### src/rtl/dc_video_tx_if.sv
// Pixel request stream between an upstream pixel source and dc_video_tx.
//   pixel_rgb   : {R,G,B} offered by the source
//   pixel_valid : pixel_rgb holds a real pixel
//   pixel_ready : transmitter samples pixel_rgb this cycle
//   pixel_x/y   : visible coordinates of the pixel being requested
// master = pixel source, slave = transmitter.
interface dc_video_tx_if;
  logic [23:0] pixel_rgb;
  logic        pixel_valid;
  logic        pixel_ready;
  logic [11:0] pixel_x;
  logic [11:0] pixel_y;

  modport master (output pixel_rgb, pixel_valid, input pixel_ready, pixel_x, pixel_y);
  modport slave  (input pixel_rgb, pixel_valid, output pixel_ready, pixel_x, pixel_y);
endinterface

### src/rtl/dc_video_tx.sv
// dc_video_tx: Dreamcast 12-bit multiplexed digital video bus transmitter.
// Generates _hsync/_vsync and a two-clock-per-pixel indata stream
// ({R,G[7:4]} then {G[3:0],B}) with the raw 1716/1728-clock line geometry,
// pulling pixels from upstream one request per visible pixel.
// Ports:
//   clock, reset_n    : 54 MHz bus clock, async active-low reset
//   enable            : bus active; low gives the idle "no signal" bus
//   mode              : 0/3 = 525-line, 1 = 263-line 240p, 2 = 625-line PAL
//   test_pattern      : select internal colour bars (optional feature)
//   clear_status      : clears the sticky underflow flag
//   pix               : pixel request stream (dc_video_tx_if.slave)
//   _hsync, _vsync    : active-low syncs
//   indata            : multiplexed pixel word
//   frame_start       : pulse on hcnt 0 of line 0
//   underflow         : sticky, a requested pixel was not valid
// Optional feature macro: DC_TX_TEST_PATTERN_EN (internal 8-bar generator).
// All outputs are registered: every cycle the next bus position (nh, nl) is
// computed and the outputs for that position are loaded together with it.
module dc_video_tx #(
  parameter int HSYNC_LEN   = 64,
  parameter int VSYNC_LINES = 6,
  parameter int HSTART      = 260,
  parameter int VSTART      = 36,
  parameter int WIDTH       = 640,
  parameter int HEIGHT_480  = 480,
  parameter int HEIGHT_240  = 240,
  parameter int HEIGHT_PAL  = 576
) (
  input  logic          clock,
  input  logic          reset_n,
  input  logic          enable,
  input  logic [1:0]    mode,
  input  logic          test_pattern,
  input  logic          clear_status,
  dc_video_tx_if.slave  pix,
  output logic          _hsync,
  output logic          _vsync,
  output logic [11:0]   indata,
  output logic          frame_start,
  output logic          underflow
);
  localparam logic [11:0] H_REQ_LO = 12'(HSTART - 1);
  localparam logic [11:0] H_REQ_HI = 12'(HSTART + 2*WIDTH - 3);
  localparam logic [11:0] H_VIS_LO = 12'(HSTART);
  localparam logic [11:0] H_VIS_HI = 12'(HSTART + 2*WIDTH - 1);
  localparam logic [11:0] V_LO     = 12'(VSTART);
  localparam logic [11:0] HS_N     = 12'(HSYNC_LEN);
  localparam logic [11:0] VS_N     = 12'(VSYNC_LINES);
  localparam int          BAR_W    = WIDTH / 8;

  logic        active_q, active_d;
  logic [11:0] hcnt_q, hcnt_d, line_q, line_d;
  logic [1:0]  mode_q, mode_d;
  logic        hsync_q, hsync_d, vsync_q, vsync_d;
  logic [11:0] indata_q, indata_d, lo_q, lo_d;
  logic        ready_q, ready_d, tp_q, tp_d;
  logic [11:0] px_q, px_d, py_q, py_d;
  logic        fs_q, fs_d, uf_q, uf_d;

  logic [1:0]  mode_in, mode_n;
  logic [11:0] h_max, l_max, nh, nl, height;
  logic        frame0, vis_line, vis_pix, req, tp_en;
  logic [23:0] cap;

`ifdef DC_TX_TEST_PATTERN_EN
  assign tp_en = test_pattern;
`else
  logic unused_tp;
  assign unused_tp = test_pattern;
  assign tp_en     = 1'b0;
`endif

  // red, green, blue, white, black, cyan, yellow, magenta
  function automatic logic [23:0] bar_rgb(input logic [11:0] x);
    logic [2:0] b;
    b = '0;
    for (int i = 1; i < 8; i++)
      if (x >= 12'(i * BAR_W)) b = 3'(i);
    case (b)
      3'd0:    bar_rgb = 24'hFF0000;
      3'd1:    bar_rgb = 24'h00FF00;
      3'd2:    bar_rgb = 24'h0000FF;
      3'd3:    bar_rgb = 24'hFFFFFF;
      3'd4:    bar_rgb = 24'h000000;
      3'd5:    bar_rgb = 24'h00FFFF;
      3'd6:    bar_rgb = 24'hFFFF00;
      default: bar_rgb = 24'hFF00FF;
    endcase
  endfunction

  always_comb begin
    mode_in = (mode == 2'd3) ? 2'd0 : mode;
    h_max   = (mode_q == 2'd2) ? 12'd1727 : 12'd1715;
    case (mode_q)
      2'd1:    l_max = 12'd262;
      2'd2:    l_max = 12'd624;
      default: l_max = 12'd524;
    endcase
    // A fresh start (after reset or enable rise) always begins at (0,0).
    if (!active_q) begin
      nh = '0;
      nl = '0;
    end else if (hcnt_q == h_max) begin
      nh = '0;
      nl = (line_q == l_max) ? 12'd0 : line_q + 12'd1;
    end else begin
      nh = hcnt_q + 12'd1;
      nl = line_q;
    end
    frame0 = (nh == 12'd0) && (nl == 12'd0);
    // Mode only changes on a frame boundary so a frame never mixes geometry.
    mode_n = frame0 ? mode_in : mode_q;
    case (mode_n)
      2'd1:    height = 12'(HEIGHT_240);
      2'd2:    height = 12'(HEIGHT_PAL);
      default: height = 12'(HEIGHT_480);
    endcase
    vis_line = (nl >= V_LO) && (nl < V_LO + height);
    vis_pix  = vis_line && (nh >= H_VIS_LO) && (nh <= H_VIS_HI);
    // Request one clock ahead of each pixel's first phase (HSTART is even).
    req      = vis_line && (nh >= H_REQ_LO) && (nh <= H_REQ_HI) && nh[0];

    if (ready_q)   cap = pix.pixel_valid ? pix.pixel_rgb : 24'h0;
    else if (tp_q) cap = bar_rgb(px_q);
    else           cap = 24'h0;

    active_d = active_q;
    hcnt_d   = hcnt_q;
    line_d   = line_q;
    mode_d   = mode_q;
    hsync_d  = hsync_q;
    vsync_d  = vsync_q;
    indata_d = indata_q;
    lo_d     = lo_q;
    ready_d  = 1'b0;
    tp_d     = 1'b0;
    px_d     = px_q;
    py_d     = py_q;
    fs_d     = 1'b0;
    // Set wins over a simultaneous clear.
    uf_d     = (ready_q & ~pix.pixel_valid) | (uf_q & ~clear_status);

    if (!enable) begin
      active_d = 1'b0;
      hcnt_d   = '0;
      line_d   = '0;
      hsync_d  = 1'b1;
      vsync_d  = 1'b1;
      indata_d = 12'hFFF;
    end else begin
      active_d = 1'b1;
      hcnt_d   = nh;
      line_d   = nl;
      mode_d   = mode_n;
      hsync_d  = (nh >= HS_N);
      vsync_d  = (nl >= VS_N);
      fs_d     = frame0;
      ready_d  = req & ~tp_en;
      tp_d     = req & tp_en;
      if (req) begin
        px_d = (nh - H_REQ_LO) >> 1;
        py_d = nl - V_LO;
      end
      indata_d = 12'h000;
      if (vis_pix) begin
        if (!nh[0]) begin
          indata_d = cap[23:12];
          lo_d     = cap[11:0];
        end else begin
          indata_d = lo_q;
        end
      end
    end
  end

  always_ff @(posedge clock or negedge reset_n) begin
    if (!reset_n) begin
      active_q <= 1'b0;
      hcnt_q   <= '0;
      line_q   <= '0;
      mode_q   <= '0;
      hsync_q  <= 1'b1;
      vsync_q  <= 1'b1;
      indata_q <= 12'hFFF;
      lo_q     <= '0;
      ready_q  <= 1'b0;
      tp_q     <= 1'b0;
      px_q     <= '0;
      py_q     <= '0;
      fs_q     <= 1'b0;
      uf_q     <= 1'b0;
    end else begin
      active_q <= active_d;
      hcnt_q   <= hcnt_d;
      line_q   <= line_d;
      mode_q   <= mode_d;
      hsync_q  <= hsync_d;
      vsync_q  <= vsync_d;
      indata_q <= indata_d;
      lo_q     <= lo_d;
      ready_q  <= ready_d;
      tp_q     <= tp_d;
      px_q     <= px_d;
      py_q     <= py_d;
      fs_q     <= fs_d;
      uf_q     <= uf_d;
    end
  end

  assign _hsync          = hsync_q;
  assign _vsync          = vsync_q;
  assign indata          = indata_q;
  assign frame_start     = fs_q;
  assign underflow       = uf_q;
  assign pix.pixel_ready = ready_q;
  assign pix.pixel_x     = px_q;
  assign pix.pixel_y     = py_q;
endmodule

### src/flat_wrapper.sv
// flat-port wrapper written by rule: the top's interface ports become plain ports
module dc_video_tx_flat 
#(
  parameter int HSYNC_LEN   = 64,
  parameter int VSYNC_LINES = 6,
  parameter int HSTART      = 260,
  parameter int VSTART      = 36,
  parameter int WIDTH       = 640,
  parameter int HEIGHT_480  = 480,
  parameter int HEIGHT_240  = 240,
  parameter int HEIGHT_PAL  = 576
)
  (clock, reset_n, enable, mode, test_pattern, clear_status, _hsync, _vsync, indata, frame_start, underflow, pix_pixel_rgb, pix_pixel_valid, pix_pixel_ready, pix_pixel_x, pix_pixel_y);
  dc_video_tx_if pix_i ();
  input  logic clock;
  input  logic reset_n;
  input  logic enable;
  input  logic [1:0] mode;
  input  logic test_pattern;
  input  logic clear_status;
  output logic _hsync;
  output logic _vsync;
  output logic [11:0] indata;
  output logic frame_start;
  output logic underflow;
  input wire logic [$bits(pix_i.pixel_rgb)-1:0] pix_pixel_rgb;
  input wire logic [$bits(pix_i.pixel_valid)-1:0] pix_pixel_valid;
  output wire logic [$bits(pix_i.pixel_ready)-1:0] pix_pixel_ready;
  output wire logic [$bits(pix_i.pixel_x)-1:0] pix_pixel_x;
  output wire logic [$bits(pix_i.pixel_y)-1:0] pix_pixel_y;
  assign pix_i.pixel_rgb = pix_pixel_rgb;
  assign pix_i.pixel_valid = pix_pixel_valid;
  assign pix_pixel_ready = pix_i.pixel_ready;
  assign pix_pixel_x = pix_i.pixel_x;
  assign pix_pixel_y = pix_i.pixel_y;
  dc_video_tx #(.HSYNC_LEN(HSYNC_LEN), .VSYNC_LINES(VSYNC_LINES), .HSTART(HSTART), .VSTART(VSTART), .WIDTH(WIDTH), .HEIGHT_480(HEIGHT_480), .HEIGHT_240(HEIGHT_240), .HEIGHT_PAL(HEIGHT_PAL)) u_core (.clock(clock), .reset_n(reset_n), .enable(enable), .mode(mode), .test_pattern(test_pattern), .clear_status(clear_status), .pix(pix_i), ._hsync(_hsync), ._vsync(_vsync), .indata(indata), .frame_start(frame_start), .underflow(underflow));
endmodule
### config.mk
export PLATFORM = sky130hd
export DESIGN_NAME = dc_video_tx_flat
export DESIGN_NICKNAME = d
export VERILOG_FILES = /design/src/rtl/dc_video_tx_if.sv /design/src/rtl/dc_video_tx.sv /design/src/flat_wrapper.sv
export SDC_FILE = /design/constraint.sdc
export NUM_CORES = 1
export LEC_CHECK = 0
export BUFFER_PORTS_ARGS = -buffer_cell sky130_fd_sc_hd__buf_2
export CELL_PAD_IN_SITES_DETAIL_PLACEMENT = 1
export CELL_PAD_IN_SITES_GLOBAL_PLACEMENT = 1
export CORE_UTILIZATION = 48
export CTS_CLUSTER_SIZE = 8
export DETAILED_ROUTE_END_ITERATION = 10
export PLACE_DENSITY = 0.85
export SYNTH_ARGS = -nofsm -noshare
export SYNTH_HDL_FRONTEND = slang
export SYNTH_SLANG_ARGS = --single-unit
### constraint.sdc
create_clock -name clock -period 11.1 [get_ports clock]
set_clock_uncertainty 0.2 [all_clocks]
set_input_delay 0 -clock clock [delete_from_list [all_inputs] [get_ports clock]]
set_output_delay 0 -clock clock [all_outputs]
set_load 0.03 [all_outputs]
# [After elaboration in Yosys (flattened, before gate mapping)]
# Index checks and enable logic that the tools add are counted.
[word_totals] inputBits=32 output_inout_bits=41 register_bits=79 elab_cells=72
[classes] n_lt_le_gt_ge=8 muxes=22 n_eq_ne=7 n_reduce_logical=11 n_addsub=5 bitwise_logic=6
[ops] operator="12-bit two-way mux" count=10
[ops] operator="24-bit two-way mux" count=2
[ops] operator="10-bit case mux with 2 select lines" count=2
[ops] operator="12-bit by 1-bit adder with 12-bit output, second input constant" count=2
[ops] operator="12-bit by 9-bit greater-or-equal comparator with 1-bit output, second input constant" count=2
[ops] operator="12-bit by 11-bit less-or-equal comparator with 1-bit output, second input constant" count=2
[ops] operator="12-bit zero test" count=2
[ops] operator="12-bit by 10-bit == test with 1-bit output" count=1
[ops] operator="12-bit == test" count=1
[ops] operator="12-bit by 3-bit greater-or-equal comparator with 1-bit output, second input constant" count=1
[ops] operator="12-bit by 6-bit greater-or-equal comparator with 1-bit output, second input constant" count=1
[ops] operator="12-bit by 7-bit greater-or-equal comparator with 1-bit output, second input constant" count=1
[ops] operator="12-bit < comparator" count=1
[ops] operator="12-bit by 6-bit subtractor with 12-bit output, second input constant" count=1
[ops] operator="12-bit by 9-bit subtractor with 12-bit output, second input constant" count=1
[ops] operator="6-bit by 10-bit adder with 11-bit output, first input constant" count=1
[ops] operator="1-bit logical AND" count=7
[ops] operator="2-bit == test, second input constant" count=3
[ops] operator="1-bit two-way mux" count=5
[ops] operator="2-bit by 1-bit == test with 1-bit output, second input constant" count=2
[ops] operator="2-bit two-way mux" count=2
[ops] operator="4-bit two-way mux" count=1
[ops] operator="1-bit inverter" count=3
[ops] operator="3-bit AND reduction" count=1
[ops] operator="3 further kinds" count=4

# [Longest topological paths before layout]
# Gate-level depths: netlist (run 1).
[logic_depth] ltp_word=18 depth_mapped=24 mapped_depth_nobuf=21

# [Worst setup path after synthesis (run 1)]
# No wires, ideal clock.
[synth_timing] kind="register to register" start="register u_core.mode_q[0]" end="register u_core.px_q[0] (netlist: u_core.pix.pixel_x[0])" path_slack_ns=5.721 setup_ns=0.125 arrival_time_ns=5.053 path_stages_with_launch=25 required_time_ns=10.775 path_buffers=5 synth_period_minus_slack_ns=5.379 cell_sequence="dfrtp_1 > inv_1 > ha_1 > or3_1 > a21bo_1 > o21ai_0 > clkbuf_1 > or2_2 > clkbuf_1 > clkbuf_1 > ha_1 > and4_1 > nand2_2 > mux2i_1 > ha_1 > nor2b_1 > o211ai_1 > a31oi_1 > nor2_1 > o211ai_1 > a311oi_2 > and2_1 > buf_6 > buf_8 > mux2_4"
[synth_via] elab_chain_len=18 word_cells_on_any_way=29 classes_between="add/sub: 2; order compare: 4; eq/ne: 6; mux: 9; reduce/logical: 8"
[synth_rtl] item="start, declared" line="dc_video_tx.sv:53" text="logic [1:0] mode_q, mode_d;"
[synth_rtl] item="start signal, assigned" line="dc_video_tx.sv:196" text="mode_q <= mode_d;"
[synth_rtl] item="2-bit == test / 2-bit by 1-bit == test with 1-bit output (equally long branches)" line="dc_video_tx.sv:93, dc_video_tx.sv:94"
[synth_rtl] item="10-bit case mux with 2 select lines" line="dc_video_tx.sv:94" text="case (mode_q)"
[synth_rtl] item="12-bit by 10-bit == test with 1-bit output" line="dc_video_tx.sv:105" text="nl = (line_q == l_max) ? 12'd0 : line_q + 12'd1;"
[synth_rtl] item="12-bit two-way mux" line="dc_video_tx.sv:105"
[synth_rtl] item="12-bit two-way mux" line="dc_video_tx.sv:103" text="end else if (hcnt_q == h_max) begin"
[synth_rtl] item="12-bit two-way mux" line="dc_video_tx.sv:100" text="if (!active_q) begin"
[synth_rtl] item="12-bit zero test" line="dc_video_tx.sv:110" text="frame0 = (nh == 12'd0) && (nl == 12'd0);"
[synth_rtl] item="1-bit logical AND" line="dc_video_tx.sv:110"
[synth_rtl] item="2-bit two-way mux" line="dc_video_tx.sv:112" text="mode_n = frame0 ? mode_in : mode_q;"
[synth_rtl] item="2-bit == test / 2-bit by 1-bit == test with 1-bit output (equally long branches)" line="dc_video_tx.sv:113" text="case (mode_n)"
[synth_rtl] item="10-bit case mux with 2 select lines" line="dc_video_tx.sv:113"
[synth_rtl] item="6-bit by 10-bit adder with 11-bit output" line="dc_video_tx.sv:118" text="vis_line = (nl >= V_LO) && (nl < V_LO + height);"
[synth_rtl] item="12-bit < comparator" line="dc_video_tx.sv:118"
[synth_rtl] item="1-bit logical AND" line="dc_video_tx.sv:118"
[synth_rtl] item="1-bit logical AND (3 in series)" line="dc_video_tx.sv:121" text="req = vis_line && (nh >= H_REQ_LO) && (nh <= H_REQ_HI) && nh[0];"
[synth_rtl] item="2-bit AND reduction (no line)"
[synth_rtl] item="end signal, assigned" line="dc_video_tx.sv:203" text="px_q <= px_d;"
[synth_rtl] item="end, declared" line="dc_video_tx.sv:57" text="logic [11:0] px_q, px_d, py_q, py_d;"
# Several ways; a longest one is shown, not always the timed one.
# A chain may end at the register's enable or synchronous reset.

# [Worst setup path after layout (run 1)]
[layout_timing] start="register u_core.hcnt_q[0]" end="register u_core.px_q[3] (netlist: u_core.pix.pixel_x[3])"
[layout_via] elab_chain_len=15 word_cells_on_any_way=24 classes_between="add/sub: 3; order compare: 4; eq/ne: 3; mux: 6; reduce/logical: 8"
[layout_rtl] item="start, declared" line="dc_video_tx.sv:52" text="logic [11:0] hcnt_q, hcnt_d, line_q, line_d;"
[layout_rtl] item="start signal, assigned" line="dc_video_tx.sv:194" text="hcnt_q <= hcnt_d;"
[layout_rtl] item="12-bit by 1-bit adder with 12-bit output / 12-bit == test (equally long branches)" line="dc_video_tx.sv:107, dc_video_tx.sv:103"
[layout_rtl] item="12-bit two-way mux" line="dc_video_tx.sv:103"
[layout_rtl] item="12-bit two-way mux" line="dc_video_tx.sv:100"
[layout_rtl] item="12-bit zero test" line="dc_video_tx.sv:110"
[layout_rtl] item="1-bit logical AND" line="dc_video_tx.sv:110"
[layout_rtl] item="2-bit two-way mux" line="dc_video_tx.sv:112"
[layout_rtl] item="2-bit == test / 2-bit by 1-bit == test with 1-bit output (equally long branches)" line="dc_video_tx.sv:113"
[layout_rtl] item="10-bit case mux with 2 select lines" line="dc_video_tx.sv:113"
[layout_rtl] item="6-bit by 10-bit adder with 11-bit output" line="dc_video_tx.sv:118"
[layout_rtl] item="12-bit < comparator" line="dc_video_tx.sv:118"
[layout_rtl] item="1-bit logical AND" line="dc_video_tx.sv:118"
[layout_rtl] item="1-bit logical AND (3 in series)" line="dc_video_tx.sv:121"
[layout_rtl] item="2-bit AND reduction (no line)"
# Several ways; a longest one is shown, not always the timed one.

==> impl_metrics.csv, run 1 <==
group,metric,value,unit
logic_synthesis,synth_cell_type_count,65,
sta,worst_pin_slew,1.038,ns
logic_synthesis,synth_ff_type,"dfrtp_1",
layout,fin_util,59.54,%
drt,wl,17720,µm
floorplan,core,9864,µm²
logic_synthesis,synth.most_common_cell,"dfrtp_1",
grt,grt_max_degree,80,
logic_synthesis,synth_edf_count,0,
sta,fin_setup_tns,0,ns
logic_synthesis,synth_area,4936,µm²
clock_network,tritoncts,"built",
place,placed_cell_area,5309,µm²
setup_path,path_class,"reg -> reg",
clock_network,clkTransAtPathRegs,0.10,ns
clock_network,htree_num_levels,3,
logic_synthesis,syn_avg_cell_area,9.348,µm²
drt,firstDrtPassIters,5,
logic_synthesis,seq_area_frac_synth,40.41,%
sta,fin_crit_sh,62.88,%
drt,drt_iter0_drc,297,
layout,drive_above_1_share,22.12,%
sta,setup_viol,0,
worst_hold_path,hold_class,"in -> async",
setup_path,cp_top_family,"simple AND/OR/NAND/NOR gates",
sta,rsz0062_at_grt,"no",
floorplan,die_w,103.4,µm
floorplan,initial_core_util,50.04,%
run,maxCapViolations,0,
logic_synthesis,synth_fa_ha_area_share,3.802,%
place,portBuffers,70,
logic_synthesis,synth_commonest_cells,"dfrtp_1, nor2_1, nand2_1",
logic_synthesis,syn-num-nets,575,
power_and_ir_drop,p_per_area,99.33,nW/µm²
clock_network,cts.sinks,79,
grt,overflow,0,
layout,post-route-cell-area,5873,µm²
setup_path,crit_arrival,7.04,ns
logic_synthesis,yosys.area_share.simple,19.72,%
layout,final_nets,666,
grt,first_global_vias,4936,
sta,relSlewSlack,30.78,%
clock_network,numCtsBuffers,9,
logic_synthesis,synth_compound_gate_area_share,14.25,%
drt,drc,0,
setup_path,slowest_delay,0.75,ns
status,status,"finished, final reports clean",
logic_synthesis,synthCells,528,
clock_network,clk_latency,0.38,ns
clock_network,post-cts-setup-buffer-count,0,
logic_synthesis,synthArstFlopShare,100.0,%
logic_synthesis,synth-xor-area-share,5.856,%
floorplan,io_pins,73,
setup_path,cp_max_fo,14,
power_and_ir_drop,p_leak,2.787,nW
logic_synthesis,synth_top_family_by_area,"simple AND/OR/NAND/NOR gates",
floorplan,die_y,103.4,µm
logic_synthesis,synth_area_leaders,"dfrtp_1, dfstp_2, mux2_4, nor2_1, ha_1",
power_and_ir_drop,ir_worst_vdd,0.00006985,V
clock_network,cts-root-buf,"clkbuf_8",
drt,num_vias,4624,
grt,grt_usage,35.12,%
sta,period_needed,6.980,ns
sta,fmax,143.3,MHz
sta,postLayoutSetupSlackWorst,4.120,ns
setup_path,path_buf_inv,1,
drt,ant_nets,0,
sta,whs,0.1566,ns
grt,antenna_found_initial,1,
setup_path,cp_cell_sequence,"ha_1, and4_1, and2_1, a41oi_1, o21ai_0, nand4b_1, nor4_2, nand2_2, mux2i_1, ha_1, nor2b_1, o211ai_1, a31oi_1, nor2_1, o211ai_1, a311oi_2, and2_1, buf_4, mux2_4",
setup_path,startpoint_type,"register",
sta,hold_violations,0,
logic_synthesis,synth_warnings,0,
floorplan,die_area,10690,µm²
logic_synthesis,synth-seq-cells,79,
setup_path,cp_slowest_cell,"and2_1",
setup_path,cp-end-kind,"register",
place,place_ws,4.282,ns
sta,slew_violations,0,
place,place_hpwl,10050,µm
floorplan,rows,36,
drt,viasPerCell,6.100,
logic_synthesis,synth_top_cell_by_area,"dfrtp_1",
layout,area_growth_syn_to_layout,18.99,%
place,gp_congestion,0.9330,
clock_network,clockBufferDepth,2,
drt,post_drt_wl_per_cell,23.38,µm
setup_path,required,11.16,ns
logic_synthesis,yosysTopAreaCellShare,32.95,%
grt,grt_first_pass_wirelength,27390,µm
logic_synthesis,synthMuxAreaShare,10.34,%
## worst paths after layout
path | slack (ns) | depth (start not counted) | start | endpoint
max | 4.12 | 19 | u_core.hcnt_q[0] | u_core.pix.pixel_x[3]
min | 0.16 | 2 | reset_n | u_core.line_q[9]
max reg2reg | 4.12 | 19 | u_core.hcnt_q[0] | u_core.pix.pixel_x[3]
min reg2reg | 0.31 | 1 | u_core.pix.pixel_y[7] | u_core.pix.pixel_y[7]
max in group asynchronous | 9.89 | 2 | reset_n | u_core.hcnt_q[10]
min in group clock | 0.21 | 3 | pix_pixel_valid | u_core.underflow
## power by group
part	leakage [nW]	total (mW)	internal (mW)	switching, mW
sequential	0.981	0.299	0.294	0.00475
combinational	1.72	0.0755	0.0279	0.0476
clock	0.0854	0.209	0.0814	0.128
total	2.79	0.583	0.403	0.180
## stage by stage
step | std cells | total power, mW
2_1_floorplan | 528 | 0.3390
3_3_place_gp | 702 | 0.3619
3_5_place_dp | 702 | 0.3651
4_1_cts | 757 | 0.5728
5_1_grt | 758 | 0.6001
6_report | 758 | 0.5834
## cells by family (layout without fill, tap and decap cells)
logic type	count (synthesis)	after routing
xor+xnor	33	33
simple gates	193	193
other cells	1	2
mux	40	40
flops	79	79
fa+ha+maj	15	15
buf+inv	61	157
compound gates	106	106
## state kept, by name (all words and copies together), names as in the netlist
name                    count
u_core.line_q              12
u_core.frame_start          1
u_core.pix.pixel_y         12
u_core.mode_q               2
u_core._vsync               1
u_core.active_q             1
u_core._hsync               1
u_core.lo_q                12
u_core.indata              12
u_core.hcnt_q              12
u_core.underflow            1
u_core.pix.pixel_ready      1
u_core.pix.pixel_x         11
## final cells by class
class,count,area (µm²)
well taps,133,166.4
flip-flops and latches,79,1994
inverters,30,112.6
clock inverters,7,47.55
fillers,1117,3991
diodes,1,2.502
repair buffers,111,758.2
clock buffers,9,123.9
multi-input cells,388,2668
## cell usage in the layout, fill, tap and decap left out, types with 4 or more instances in the layout
cell            n
nand2_1        48
or4_1           4
xor2_1         13
mux2_2          4
nor3_1         17
nand4_1        11
and3_1          4
a21oi_1        18
mux2_4         18
buf_2          69
xnor2_1        20
mux2i_1        15
nand2b_1        4
o21ai_0        29
inv_1          30
ha_1           15
dfstp_2        14
and2_1          8
nor4_1          6
o21a_1          4
a31oi_1        17
o31ai_1         4
dlygate4sd3_1  39
nand3_1        11
nor2b_1         5
and4_1          5
dfrtp_1        65
or2_2           6
clkbuf_8        9
a211oi_1        4
nor2_1         51
## worst register-to-register path: stages, from the launching register on
cell,delay [ns]
dfrtp_1,0.62
ha_1,0.49
and4_1,0.31
and2_1,0.39
a41oi_1,0.20
o21ai_0,0.49
nand4b_1,0.27
nor4_2,0.61
nand2_2,0.20
mux2i_1,0.17
ha_1,0.31
nor2b_1,0.14
o211ai_1,0.16
a31oi_1,0.11
nor2_1,0.11
o211ai_1,0.11
a311oi_2,0.50
and2_1,0.75
buf_4,0.40
mux2_4,0.35
## metal layers
| metal | up-vias | share of wire (%) | track usage, % |
|---|---|---|---|
| met4 | 0 | 5.2 | 22.75 |
| met3 | 62 | 5.5 | 7.124 |
| met2 | 182 | 50 | 59.09 |
| met1 | 2349 | 39 | 40.82 |
| li1 | 2031 | - | - |
| met5 | - | 0 | 0 |
## timing repair
action	CTS	global route
hold endpoints to repair	100	0
gates resized for setup	0	0
hold buffers	39	0
(Power assumes the default switching activity.)
==> run 2, diff against run 1 <==
CORE_UTILIZATION = 44   (was 48)
PLACE_DENSITY = 0.79   (was 0.85)
clock period = 7.13 ns   (was 11.1 ns; I/O delays follow)
==> impl_metrics.csv, run 2 (synthesis gave the netlist of run 1 again) <==
group,metric,value,unit
grt,grt_first_pass_wirelength,25860,µm
power_and_ir_drop,p_leak,2.851,nW
sta,period_needed,6.737,ns
clock_network,clkTransAtPathRegs,0.10,ns
power_and_ir_drop,combPwrFrac,11.7,%
setup_path,reg2reg_slack,0.39,ns
power_and_ir_drop,switchingPower,0.2710,mW
floorplan,die_y,107.9,µm
layout,drive_above_1_share,21.94,%
layout,area_growth_syn_to_layout,21.75,%
power_and_ir_drop,power,1.006,mW
clock_network,tritoncts,"built",
setup_path,startpoint_type,"register",
drt,post_drt_wl_per_cell,21.40,µm
setup_path,critical_path.startpoint,"u_core.hcnt_q[0]",
layout,fill_cells,1235,
setup_path,cp-end-kind,"register",
run,maxCapViolations,0,
setup_path,r2r_start,"u_core.hcnt_q[0]",
place,placed_cell_area,5333,µm²
grt,first_global_vias,4781,
floorplan,core,10890,µm²
layout,final_nets,672,
setup_path,required,7.24,ns
clock_network,cts.sinks,79,
sta,hold_violations,0,
grt,antenna_found_initial,0,
setup_path,cp_cell_sequence,"ha_1, and4_1, and2_1, a41oi_1, o21ai_0, nand4b_1, nor4_4, nand2_2, mux2i_1, ha_1, nor2b_1, o211ai_1, a31oi_1, nor2_1, o211ai_1, a311oi_2, nand2_1, o21ai_0, dlygate4sd3_1",
layout,mostFrequentLayoutCells,"buf_2, dfrtp_1, nor2_1",
sta,fmax,148.4,MHz
sta,slew_violations,0,
floorplan,initial_core_util,45.33,%
status,status,"finished, final reports clean",
grt,overflow,0,
setup_path,path_class,"reg -> reg",
power_and_ir_drop,p_clk_share,42.1,%
clock_network,cts-root-buf,"clkbuf_8",
setup_path,crit_arrival,6.85,ns
clock_network,post-cts-setup-buffer-count,0,
setup_path,cp_max_fo,13,
floorplan,io_pins,73,
drt,wl,16480,µm
layout,final_common_cell,"buf_2",
setup_path,endpoint,"u_core.indata[4]",
floorplan,die_w,107.9,µm
setup_path,reg2reg_to,"u_core.indata[4]",
setup_path,cp_slowest_cell,"dlygate4sd3_1",
power_and_ir_drop,seq_power_share,46.2,%
power_and_ir_drop,swShare,26.93,%
worst_hold_path,hold_class,"in -> async",
drt,ant_nets,0,
floorplan,die_area,11650,µm²
drt,num_vias,4457,
sta,relSlewSlack,30.02,%
power_and_ir_drop,ir_worst_vdd,0.0001304,V
grt,grt_max_degree,80,
clock_network,clockBufferDepth,2,
sta,setup_viol,0,
power_and_ir_drop,internal-power,0.7351,mW
grt,grt_usage,29.98,%
setup_path,slowest_delay,0.67,ns
sta,worst_pin_slew,1.050,ns
layout,post-route-cell-area,6010,µm²
sta,whs,0.1084,ns
drt,firstDrtPassIters,4,
clock_network,numCtsBuffers,9,
clock_network,htree_num_levels,3,
place,place_hpwl,9604,µm
drt,viasPerCell,5.788,
setup_path,reg2reg_depth,19,
drt,drc,0,
place,gp_congestion,0.9047,
clock_network,clk_latency,0.38,ns
drt,drt_iter0_drc,300,
power_and_ir_drop,p_per_area,167.4,nW/µm²
place,portBuffers,70,
sta,fin_crit_sh,94.49,%
floorplan,rows,38,
run 2: power by group through the flow:
stage,Clock (mW),Sequential (mW),Combinational (mW)
2_1_floorplan,0,0.480,0.0479
3_3_place_gp,0,0.472,0.0916
3_5_place_dp,0,0.472,0.0944
4_1_cts,0.419,0.464,0.113
5_1_grt,0.440,0.465,0.128
6_report,0.424,0.464,0.118
run 2: through the flow:
step / cells / worst slack (ns) / setup TNS, ns / util [%]
detailed placement: 711 / 0.9730 / 0 / 48.98
CTS: 769 / 0.6477 / 0 / 55.09
global route: 769 / -0.01189 / -0.01189 / 55.17
finish: 770 / 0.3930 / 0 / 55.19
global placement: 711 / 1.192 / 0 / 48.98
floorplan: 528 / 1.751 / 0 / -
run 2: critical path, delay by kind of cell (launching register included):
kind / cells / cell delay (ns)
compound gates: 7 / 2.01
fa+ha+maj: 2 / 0.74
buf+inv: 1 / 0.67
flops: 1 / 0.60
mux: 1 / 0.21
simple gates: 8 / 2.21
run 2: final cells by class:
| class | instances | area [µm²] | area share, % |
|---|---|---|---|
| timing repair buffer | 117 | 813.3 | 13.53 |
| tap | 140 | 175.2 | 2.915 |
| sequential | 79 | 1994 | 33.19 |
| antenna | 1 | 2.502 | 0.04164 |
| multi-input combinational | 388 | 2676 | 44.53 |
| clock buffer | 10 | 127.6 | 2.124 |
| inverter | 30 | 112.6 | 1.874 |
| clock inverter | 5 | 107.6 | 1.791 |
run 2: worst min path at each step:
stage / from / to / slack [ns] / cells past startpoint
finish: reset_n / u_core.line_q[11] / 0.11 / 2
global route: pix_pixel_valid / u_core.underflow / 0.18 / 3
CTS: pix_pixel_valid / u_core.underflow / 0.16 / 3
detailed placement: clear_status / u_core.underflow / -0.02 / 2
global placement: clear_status / u_core.underflow / -0.03 / 2
floorplan: reset_n / u_core.active_q / -0.50 / 0
run 2: metal layers:
layer  wire [µm]  GRT usage, %
met2        8712         54.72
met1        6770         34.81
met4         453         11.94
met3         542         4.843
met5           0             0
run 2: what timing repair did:
action,in CTS,in global routing
endpoints found under the setup margin,0,1
hold buffers,43,0
resized for setup,0,1
hold endpoints to repair,100,0
==> run 3, diff against run 2 <==
CELL_PAD_IN_SITES_DETAIL_PLACEMENT = unset   (was 1)
CELL_PAD_IN_SITES_GLOBAL_PLACEMENT = unset   (was 1)
CORE_UTILIZATION = 58   (was 44)
PLACE_DENSITY = 0.8   (was 0.79)
==> impl_metrics.csv, run 3 (synthesis gave the netlist of run 1 again) <==
group,metric,value,unit
sta,relSlewSlack,34.22,%
layout,fill_cells,598,
layout,mostFrequentLayoutCells,"buf_2, dfrtp_1, nor2_1",
clock_network,clk_latency,0.37,ns
floorplan,rows,33,
worst_hold_path,hold_class,"in -> async",
power_and_ir_drop,p_per_area,162.0,nW/µm²
layout,diodes,0,
sta,setup_viol,0,
setup_path,cp-end-kind,"register",
drt,ant_nets,0,
place,dp_cells,676,
floorplan,core,8217,µm²
grt,overflow,0,
setup_path,reg2reg_depth,20,
sta,worst_pin_slew,0.9867,ns
drt,drt_iter0_drc,343,
power_and_ir_drop,ir_worst_vdd,0.0001231,V
drt,wl,14110,µm
place,gp_congestion,0.9374,
power_and_ir_drop,p_leak,2.803,nW
sta,fin_setup_tns,0,ns
sta,fin_crit_sh,89.03,%
place,place_hpwl,8528,µm
layout,drive_above_1_share,22.44,%
setup_path,required,7.19,ns
grt,grt_usage,33.55,%
clock_network,numCtsBuffers,9,
grt,grt_max_degree,80,
sta,period_needed,6.348,ns
floorplan,die_area,8883,µm²
clock_network,tritoncts,"built",
floorplan,initial_core_util,60.07,%
clock_network,clockBufferDepth,2,
drt,num_vias,4486,
layout,area_growth_syn_to_layout,18.94,%
floorplan,die_w,94.25,µm
setup_path,crit_arrival,6.41,ns
place,portBuffers,70,
drt,firstDrtPassIters,8,
clock_network,htree_num_levels,3,
layout,fin_util,71.45,%
setup_path,cp_max_fo,19,
layout,stdcell_count,729,
sta,hold_violations,0,
grt,first_global_vias,4466,
run,maxCapViolations,0,
layout,final_nets,666,
setup_path,startpoint_type,"register",
drt,drc,0,
sta,rsz0062_at_grt,"no",
drt,post_drt_wl_per_cell,19.35,µm
drt,viasPerCell,6.154,
sta,slew_violations,0,
clock_network,cts-root-buf,"clkbuf_8",
floorplan,io_pins,73,
sta,fmax,157.5,MHz
grt,antenna_found_initial,0,
clock_network,cts.sinks,79,
status,status,"finished, final reports clean",
setup_path,path_class,"reg -> reg",
layout,final_common_cell,"buf_2",
clock_network,clkTransAtPathRegs,0.11,ns
floorplan,die_y,94.25,µm
grt,grt_first_pass_wirelength,22440,µm
run 3: cell count changes in the layout (fill, tap and decap cells not counted), sizes merged, moves of 2 or more:
cell         change
dlygate4sd3      -6
inv              +3
bufinv           -2
clkinvlp         +2
run 3: metrics by stage:
| stage | hold slack (ns) | cell area, µm² | power (mW) | setup slack (ns) |
|---|---|---|---|---|
| 6_report | 0.09812 | 5871 | 0.9512 | 0.7823 |
| 5_1_grt | 0.2236 | 5871 | 0.9792 | 0.3940 |
| 3_5_place_dp | -0.01281 | 5289 | 0.5630 | 0.9817 |
| 2_1_floorplan | -0.4956 | 4936 | 0.5278 | 1.751 |
| 3_3_place_gp | -0.02790 | 5289 | 0.5611 | 1.085 |
| 4_1_cts | 0.1614 | 5871 | 0.9379 | 0.8916 |
run 3: final timing paths:
check	startpoint	to	slack (ns)
worst max-delay path	u_core.mode_q[1]	u_core.pix.pixel_y[6]	0.78
worst min-delay path	reset_n	u_core.line_q[4]	0.1
worst max register to register	u_core.mode_q[1]	u_core.pix.pixel_y[6]	0.78
worst min register to register	u_core.pix.pixel_x[3]	u_core.pix.pixel_x[3]	0.31
max in group asynchronous	reset_n	u_core.pix.pixel_y[10]	5.96
min in group clock	pix_pixel_valid	u_core.lo_q[9]	0.19
run 3: timing repair:
item                                   CTS  global route
endpoints found under the hold margin  100             0
gates resized for setup                  0             0
setup buffers                            0             0
hold buffers                            37             0
run 3: power by group:
part	internal [mW]	leakage, nW	total [mW]	switching (mW)
Combinational	0.0428	1.72	0.111	0.0686
Sequential	0.458	0.981	0.463	0.00519
Clock	0.169	0.0996	0.377	0.208
Total	0.670	2.80	0.951	0.282
run 3: layer usage:
metal / global-route usage (%) / up-vias / share of wire (%)
met1: 41.64 / 2136 / 40
li1: - / 2038 / -
met2: 55.74 / 246 / 49
met5: 0 / - / 0
met3: 4.935 / 66 / 6.2
met4: 18.59 / 0 / 4.8
run 3: critical path, stage by stage (launching register included):
cell and delay [ns]:
dfrtp_1 0.42, inv_1 0.06, ha_1 0.19, or4b_4 0.55, a211oi_4 0.38, a21oi_1 0.17
a311o_1 0.48, nand4b_1 0.28, nor4_2 0.50, nand2_2 0.18, mux2i_1 0.22, ha_1 0.25
nor2b_1 0.13, o211ai_1 0.16, a31oi_1 0.10, nor2_1 0.14, o211ai_1 0.12, a311oi_2 0.45
and2_1 0.44, buf_4 0.42, mux2_2 0.39
run 3: layout make-up:
| type | count | area, µm² | share of cell area [%] |
|---|---|---|---|
| clock buffers | 9 | 123.9 | 2.110 |
| inverters | 30 | 112.6 | 1.918 |
| well taps | 105 | 131.4 | 2.238 |
| multi-input cells | 388 | 2668 | 45.44 |
| flip-flops and latches | 79 | 1994 | 33.97 |
| repair buffers | 111 | 753.2 | 12.83 |
| clock inverters | 7 | 87.58 | 1.492 |
